$ cat config.mk
export PLATFORM = sky130hd
export DESIGN_NAME = cmac_core_done_tracker_flat
export DESIGN_NICKNAME = d
export VERILOG_FILES = /design/src/rtl/cmac_core_done_tracker_if.sv /design/src/rtl/cmac_core_done_tracker.sv /design/src/flat_wrapper.sv
export SDC_FILE = /design/constraint.sdc
export NUM_CORES = 1
export LEC_CHECK = 0
export ABC_CLOCK_PERIOD_IN_PS = 2040
export CAP_MARGIN = 20
export CELL_PAD_IN_SITES_DETAIL_PLACEMENT = 2
export CELL_PAD_IN_SITES_GLOBAL_PLACEMENT = 2
export CORE_MARGIN = 3
export CORE_UTILIZATION = 31
export DETAILED_ROUTE_END_ITERATION = 10
export HOLD_SLACK_MARGIN = 0.03
export MAX_ROUTING_LAYER = met4
export PLACE_DENSITY_LB_ADDON = 0.1
export SYNTH_ARGS = -nofsm -noshare
export SYNTH_HDL_FRONTEND = slang
export SYNTH_SLANG_ARGS = --single-unit
export TNS_END_PERCENT = 1
$ cat constraint.sdc
create_clock -name nvdla_core_clk -period 2.04 [get_ports nvdla_core_clk]
set_input_delay 0.204 -clock nvdla_core_clk [delete_from_list [all_inputs] [get_ports nvdla_core_clk]]
set_output_delay 0.204 -clock nvdla_core_clk [all_outputs]
set_load 0.005 [all_outputs]
$ cat src/rtl/cmac_core_done_tracker_if.sv
// Handshake/status bundle between the CMAC register file, the MAC array
// output and the layer done tracker.
interface cmac_core_done_tracker_if #(
  parameter int CNT_W = 22
);
  logic             reg2dp_op_en;
  logic [CNT_W-1:0] reg2dp_atomics_total;
  logic             mac_out_pvld;
  logic             mac_out_layer_end;
  logic             dp2reg_done;
  logic             core_busy;
  logic [CNT_W-1:0] dp2reg_out_cnt;
  logic             dp2reg_err;

  // Driver side: register file / MAC array, observes status.
  modport master (
    output reg2dp_op_en,
    output reg2dp_atomics_total,
    output mac_out_pvld,
    output mac_out_layer_end,
    input  dp2reg_done,
    input  core_busy,
    input  dp2reg_out_cnt,
    input  dp2reg_err
  );

  // Tracker side.
  modport slave (
    input  reg2dp_op_en,
    input  reg2dp_atomics_total,
    input  mac_out_pvld,
    input  mac_out_layer_end,
    output dp2reg_done,
    output core_busy,
    output dp2reg_out_cnt,
    output dp2reg_err
  );
endinterface

$ cat src/rtl/cmac_core_done_tracker.sv
// Layer completion tracker for the CMAC core: counts output atomics leaving
// the MAC array, waits a fixed drain interval after the final one, then
// pulses done. Protocol violations raise a sticky per-layer error flag.
module cmac_core_done_tracker #(
  parameter int DRAIN_CYC = 4,
  parameter int CNT_W     = 22
) (
  input  logic                        nvdla_core_clk,
  input  logic                        nvdla_core_rstn,
  cmac_core_done_tracker_if.slave     bus
);

  typedef enum logic [1:0] {IDLE, RUN, DRAIN, DONE} state_t;

  localparam logic [2:0] DRAIN_LOAD = 3'(DRAIN_CYC - 1);

  state_t           state_q;
  logic             op_en_d1_q;
  logic             done_d1_q;
  logic             done_q;
  logic             busy_q;
  logic             err_q;
  logic [CNT_W-1:0] cnt_q;
  logic [CNT_W-1:0] total_q;
  logic [2:0]       drain_q;

  logic             start;
  logic             last_hit;
  logic [CNT_W-1:0] cnt_d;

  // Counter never wraps: an all-ones total completes with the count pinned.
  function automatic logic [CNT_W-1:0] sat_inc(input logic [CNT_W-1:0] v);
    return (&v) ? v : v + CNT_W'(1);
  endfunction

  // Start on an op_en rising edge, or back-to-back when op_en stays high
  // through the previous done pulse; final-atomic detect; next count.
  always_comb begin
    start    = bus.reg2dp_op_en & (~op_en_d1_q | done_d1_q);
    last_hit = (cnt_q == total_q);
    cnt_d    = sat_inc(cnt_q);
  end

  // Layer FSM with registered status outputs.
  always_ff @(posedge nvdla_core_clk or negedge nvdla_core_rstn) begin
    if (!nvdla_core_rstn) begin
      state_q    <= IDLE;
      op_en_d1_q <= 1'b0;
      done_d1_q  <= 1'b0;
      done_q     <= 1'b0;
      busy_q     <= 1'b0;
      err_q      <= 1'b0;
      cnt_q      <= '0;
      total_q    <= '0;
      drain_q    <= '0;
    end else begin
      op_en_d1_q <= bus.reg2dp_op_en;
      done_d1_q  <= done_q;
      done_q     <= 1'b0;
      case (state_q)
        IDLE: begin
          if (start) begin
            state_q <= RUN;
            busy_q  <= 1'b1;
            total_q <= bus.reg2dp_atomics_total;
            cnt_q   <= '0;
            // An atomic arriving before the layer is running is still a fault.
            err_q   <= bus.mac_out_pvld;
          end else if (bus.mac_out_pvld) begin
            err_q <= 1'b1;
          end
        end
        RUN: begin
          if (bus.mac_out_pvld) begin
            cnt_q <= cnt_d;
            if (last_hit) begin
              state_q <= DRAIN;
              drain_q <= DRAIN_LOAD;
              if (!bus.mac_out_layer_end) err_q <= 1'b1;
            end else if (bus.mac_out_layer_end) begin
              err_q <= 1'b1;
            end
          end
        end
        DRAIN: begin
          if (bus.mac_out_pvld) err_q <= 1'b1;
          if (drain_q == 3'd0) begin
            state_q <= DONE;
            done_q  <= 1'b1;
            busy_q  <= 1'b0;
          end else begin
            drain_q <= drain_q - 3'd1;
          end
        end
        DONE: begin
          if (bus.mac_out_pvld) err_q <= 1'b1;
          state_q <= IDLE;
        end
        default: state_q <= IDLE;
      endcase
    end
  end

  assign bus.dp2reg_done    = done_q;
  assign bus.core_busy      = busy_q;
  assign bus.dp2reg_out_cnt = cnt_q;
  assign bus.dp2reg_err     = err_q;

endmodule

$ cat src/flat_wrapper.sv
// flat-port wrapper written by rule: the top's interface ports become plain ports
module cmac_core_done_tracker_flat 
#(
  parameter int DRAIN_CYC = 4,
  parameter int CNT_W     = 22
)
  (nvdla_core_clk, nvdla_core_rstn, bus_reg2dp_op_en, bus_reg2dp_atomics_total, bus_mac_out_pvld, bus_mac_out_layer_end, bus_dp2reg_done, bus_core_busy, bus_dp2reg_out_cnt, bus_dp2reg_err);
  cmac_core_done_tracker_if #(.CNT_W(CNT_W)) bus_i ();
  input  logic nvdla_core_clk;
  input  logic nvdla_core_rstn;
  input wire logic [$bits(bus_i.reg2dp_op_en)-1:0] bus_reg2dp_op_en;
  input wire logic [$bits(bus_i.reg2dp_atomics_total)-1:0] bus_reg2dp_atomics_total;
  input wire logic [$bits(bus_i.mac_out_pvld)-1:0] bus_mac_out_pvld;
  input wire logic [$bits(bus_i.mac_out_layer_end)-1:0] bus_mac_out_layer_end;
  output wire logic [$bits(bus_i.dp2reg_done)-1:0] bus_dp2reg_done;
  output wire logic [$bits(bus_i.core_busy)-1:0] bus_core_busy;
  output wire logic [$bits(bus_i.dp2reg_out_cnt)-1:0] bus_dp2reg_out_cnt;
  output wire logic [$bits(bus_i.dp2reg_err)-1:0] bus_dp2reg_err;
  assign bus_i.reg2dp_op_en = bus_reg2dp_op_en;
  assign bus_i.reg2dp_atomics_total = bus_reg2dp_atomics_total;
  assign bus_i.mac_out_pvld = bus_mac_out_pvld;
  assign bus_i.mac_out_layer_end = bus_mac_out_layer_end;
  assign bus_dp2reg_done = bus_i.dp2reg_done;
  assign bus_core_busy = bus_i.core_busy;
  assign bus_dp2reg_out_cnt = bus_i.dp2reg_out_cnt;
  assign bus_dp2reg_err = bus_i.dp2reg_err;
  cmac_core_done_tracker #(.DRAIN_CYC(DRAIN_CYC), .CNT_W(CNT_W)) u_core (.nvdla_core_clk(nvdla_core_clk), .nvdla_core_rstn(nvdla_core_rstn), .bus(bus_i));
endmodule
Word-level counts from Yosys, hierarchy flattened. Index checks and enable logic that the tools add are counted.

Input port bits: 27. Word-level logic and storage cells: 64. Register bits: 54. Output and inout bits: 25.

Reduce and logical (&&, ||, !) cells: 13. Bitwise gates (word level): 3. Multiplexer cells: 25. Add/sub/neg operators: 2. Equality and inequality tests: 12.

Operators by type and width (count): 2-to-1 mux 22 bit (3); case mux 22 bit (2 select lines) (1); adder 22 x 1 -> 22 bit (second input constant) (1); == test 22 bit (1); AND reduction 22 bit (1); AND reduction 4 bit (3); 2-to-1 mux 1 bit (10); 2-to-1 mux 3 bit (3); 2-to-1 mux 2 bit (4); case mux 2 bit (4 select lines) (1); inequality test 2 x 1 -> 1 bit (second input constant) (3); inequality test 2 bit (second input constant) (3); case mux 3 bit (2 select lines) (1); AND reduction 3 bit (2); nonzero test 2 bit (3); == test 2 bit (second input constant) (2); zero test 3 bit (1); inequality test 3 x 2 -> 1 bit (second input constant) (1); inequality test 3 bit (second input constant) (1); case mux 1 bit (3 select lines) (1); subtractor 3 x 1 -> 3 bit (second input constant) (1); == test 2 x 1 -> 1 bit (second input constant) (1); zero test 2 bit (1); case mux 1 bit (2 select lines) (1); 5 further kinds (5).

Longest topological paths before layout.
Word-level depth: 5. Gate-level depth with buffers: 8.

Worst setup path before layout. No wires, ideal clock.

Path type: reg-to-reg. Start point: reg u_core.cnt_q[0], in the netlist u_core.bus.dp2reg_out_cnt[0]. End point: reg u_core.cnt_q[19], in the netlist u_core.bus.dp2reg_out_cnt[19]. Buffers on the path: 0. Library setup time: 121 ps. Clock period less this slack: 2168 ps. Cell stages (with the launch flop): 8. Path slack: -128 ps. Data arrival time: 2046 ps. Required time: 1919 ps. Cells stage by stage: dfrtp_1 > ha_1 > nand3_1 > nor3_2 > a211o_1 > or4_4 > o21a_1 > o22a_1.

Longest elaborated chain between the ends: 4.

RTL lines: start: declaration (RTL line cmac_core_done_tracker.sv:23) `logic [CNT_W-1:0] cnt_q;`; start signal: assignment (RTL line cmac_core_done_tracker.sv:75) `cnt_q <= cnt_d;`; adder 22 x 1 -> 22 bit (RTL line cmac_core_done_tracker.sv:33) `return (&v) ? v : v + CNT_W'(1);`; 2-to-1 mux 22 bit (RTL line cmac_core_done_tracker.sv:33); 2-to-1 mux 22 bit (RTL line cmac_core_done_tracker.sv:74) `if (bus.mac_out_pvld) begin`; case mux 22 bit (2 select lines) (RTL line cmac_core_done_tracker.sv:60) `case (state_q)`.

Several ways; a longest one is shown, not always the timed one. The select of a mux whose other input is x is not followed. A chain may end at the register's enable or synchronous reset.

Final worst setup path.
Start point: reg u_core.cnt_q[3], in the netlist u_core.bus.dp2reg_out_cnt[3]. End point: reg u_core.state_q[1].

Longest elaborated chain between the ends: 3.

RTL lines: == test 22 bit (RTL line cmac_core_done_tracker.sv:40) `last_hit = (cnt_q == total_q);`; inequality test 2 x 1 -> 1 bit (no source line); AND reduction 4 bit (no source line); end signal: assignment (RTL line cmac_core_done_tracker.sv:47) `state_q <= IDLE;`; end signal: assignment (RTL line cmac_core_done_tracker.sv:63) `state_q <= RUN;`; end signal: assignment (RTL line cmac_core_done_tracker.sv:77) `state_q <= DRAIN;`; end: declaration (RTL line cmac_core_done_tracker.sv:17) `state_t state_q;`.

Every way passes these cells.

==> reports/metrics.yaml <==
area_growth_pct: 50.71
power_density_nw_per_um2: 667.0
fin_total_pwr_mw: 2.999
drc: 0
max_freq_mhz: 483.8
async_flop_share: 1.000
antenna_found_initial: 0
p_comb_frac: 0.315
p_sw_mw: 0.9597
dr.pass1.iters: 4
yosys_warnings: 0
numCtsBuffers: 5
seq_power_share: 0.426
tightestPinTransition_ns: 0.6533
status: "complete, but fails checks"
gp_congestion: 0.8182
layout_min_cycle_time_ns: 2.067
r2r_start: "u_core.bus.dp2reg_out_cnt[3]$_DFFE_PN0P_"
ir_worst_vdd_v: 0.0005498
rsz0062_at_grt: "true"
rrSetupSlack_ns: -0.03
ys_types: 50
fin_ws_ns: -0.02718
critPathCaptureType: "flop"
utilization: 0.4842
die_h_um: 104.1
fill_cells: 988
worst_setup_path_start_kind: "flop"
track_usage: 0.2034
initial_core_util: 0.3213
synth-main-ff-cell: "dfrtp_1"
slew_viol_final: 0
worstSetupPathType: "flop to flop"
syn_nets: 312
grt_pass1_wl_um: 16900
grt_pass1_vias: 3044
timing.final.crit_share: 1.013
fin_area_sq_um: 4496
violations: "negative setup slack"
port_buffers: 51
placed_cells: 504
pin_count: 52
power.leakage_nw: 1.954
drive_above_1_share: 0.4030
cap_violations: 0
dieArea_sq_um: 10830
placed_cell_area_sq_um: 4068
worstPathMaxFanout: 6
yosysSeqAreaShare: 0.4530
antenna_cells: 0
drt_iter0_markers: 52
regArea_sq_um: 1368
avgSynthCellArea_sq_um: 10.73
arrival_ns: 2.29
final_cell_mix: "70 x buf_4, 50 x clkdlybuf4s50_1, 41 x dfrtp_1"
fin_skew_ns: 0.009171
multi_input_area_sq_um: 1702
p_sw_frac: 0.3201
final_common_cell: "buf_4"
clk_latency_ns: 0.32
grt_max_degree: 26
routedWlPerCell_um: 20.44
ctsHtreeMaxLevel: 2
hold_path_startpoint: "u_core.bus.dp2reg_done$_DFF_PN0_"
setup_viol: 2
cts.sinks: 54
cts_tree: "done"
wl_um: 10850
cts_buffer_depth: 2
coreArea_sq_um: 9284
finalNonFillerCells: 531
rows: 35
hp-class: "flop to flop"
antenna_left: 0
root_buffer: "clkbuf_8"
synthCells: 278
via_count: 2718
path_clk_slew_ns: 0.11
hpwlAfterDp_um: 7717
finalHoldViolCount: 0
syn_area_sq_um: 2983
slew-limit-headroom: 0.5645
ys_seq_elements: 54
grt.overflow.total: 0
die_w_um: 104.1
clkPwrFrac: 0.259
p_int_mw: 2.039
num-nets-final: 435
crit_required_ns: 2.26
vias_per_cell: 5.119
worstSetupStartpoint: "u_core.bus.dp2reg_out_cnt[3]$_DFFE_PN0P_"
synth-edff-count: 0
==> worst max-delay path, cell delays in order, from the launching register on <==
cell      delay (ns)
dfrtp_1         0.42
buf_4           0.17
xnor2_1         0.30
nand4_1         0.20
nor2_2          0.23
a31o_2          0.23
nand3b_1        0.11
mux2_2          0.29
==> flip-flops by register name (all words and copies together) (netlist names) <==
name and count:
u_core.bus.dp2reg_out_cnt 22, u_core.total_q 22, u_core.drain_q 3, u_core.state_q 2, u_core.bus.core_busy 1, u_core.bus.dp2reg_done 1, u_core.bus.dp2reg_err 1, u_core.done_d1_q 1
u_core.op_en_d1_q 1
==> final cells by class <==
| class | count | share of cell area |
|---|---|---|
| multi-input combinational | 204 | 0.3785 |
| clock buffer | 5 | 0.01531 |
| sequential | 54 | 0.3042 |
| timing repair buffer | 127 | 0.2480 |
| inverter | 9 | 0.007515 |
| clock inverter | 3 | 0.01058 |
| tap | 129 | 0.03590 |
==> through the flow <==
| step | setup slack [ns] | hold WS, ns | TNS [ns] |
|---|---|---|---|
| floorplan | -0.02037 | -0.09159 | -0.03957 |
| global placement | -0.04233 | 0.2617 | -0.09764 |
| detailed placement | -0.06170 | 0.2724 | -0.3665 |
| CTS | -0.006674 | 0.3944 | -0.006674 |
| global route | -0.1799 | 0.4023 | -2.312 |
| finish | -0.02718 | 0.3879 | -0.05203 |
==> synth_stat cells, types with 5 or more instances <==
| cell | n | area [sq um] |
|---|---|---|
| a21oi_1 | 22 | 110.1 |
| mux2_2 | 23 | 259.0 |
| nand3_1 | 11 | 55.05 |
| o21a_1 | 5 | 37.54 |
| o21ai_0 | 9 | 45.04 |
| nand4_1 | 9 | 56.30 |
| a31oi_1 | 11 | 68.82 |
| xnor2_1 | 23 | 201.4 |
| inv_1 | 8 | 30.03 |
| dfrtp_1 | 54 | 1351 |
| buf_2 | 5 | 25.02 |
| nor2_1 | 13 | 48.80 |
| nand2_1 | 21 | 78.83 |
| ha_1 | 7 | 87.58 |
| mux2i_1 | 7 | 70.07 |
==> power by group through the flow <==
stage          clock (mW)  sequential, mW  combinational (mW)
2_1_floorplan           0            1.27               0.341
3_3_place_gp            0            1.27               0.831
3_5_place_dp            0            1.28               0.848
4_1_cts             0.808            1.26               0.880
5_1_grt             0.856            1.29                1.02
6_report            0.778            1.28               0.943
==> final timing paths <==
check	to	cells past startpoint
max	u_core.state_q[1]$_DFFE_PN0P_	7
min	u_core.done_d1_q$_DFF_PN0_	0
max reg2reg	u_core.state_q[1]$_DFFE_PN0P_	7
min reg2reg	u_core.done_d1_q$_DFF_PN0_	0
max in group asynchronous	u_core.bus.dp2reg_out_cnt[10]$_DFFE_PN0P_	3
min in group asynchronous	u_core.state_q[0]$_DFFE_PN0P_	2
==> routing by layer <==
| layer | part of all wire | wire length [um] | global-route usage |
|---|---|---|---|
| met3 | 0.022 | 238 | 0.02483 |
| met5 | 0 | 0 | - |
| met1 | 0.44 | 4768 | 0.2540 |
| met2 | 0.52 | 5659 | 0.3477 |
| met4 | 0.017 | 186 | 0.05793 |
==> cells by family (layout without fill, tap and decap cells) <==
group / Yosys count / after routing / share of synthesized area
and+or+nand+nor: 77 / 77 / 0.1586
AOI/OAI and AO/OA: 67 / 67 / 0.1527
DFF: 54 / 54 / 0.4530
muxes: 30 / 30 / 0.1103
xor gates and xnor gates: 23 / 23 / 0.06753
buffers and inverters: 20 / 144 / 0.02852
adders and majority gates: 7 / 7 / 0.02936
==> timing repair <==
item	4_1_cts	5_1_grt
endpoints found under the setup margin	18	25
hold buffers	1	0
resized for setup	18	25
pin swaps	6	17
setup buffers	4	15
hold endpoints to repair	23	0
gates cloned	0	0
(Power assumes the default switching activity.)
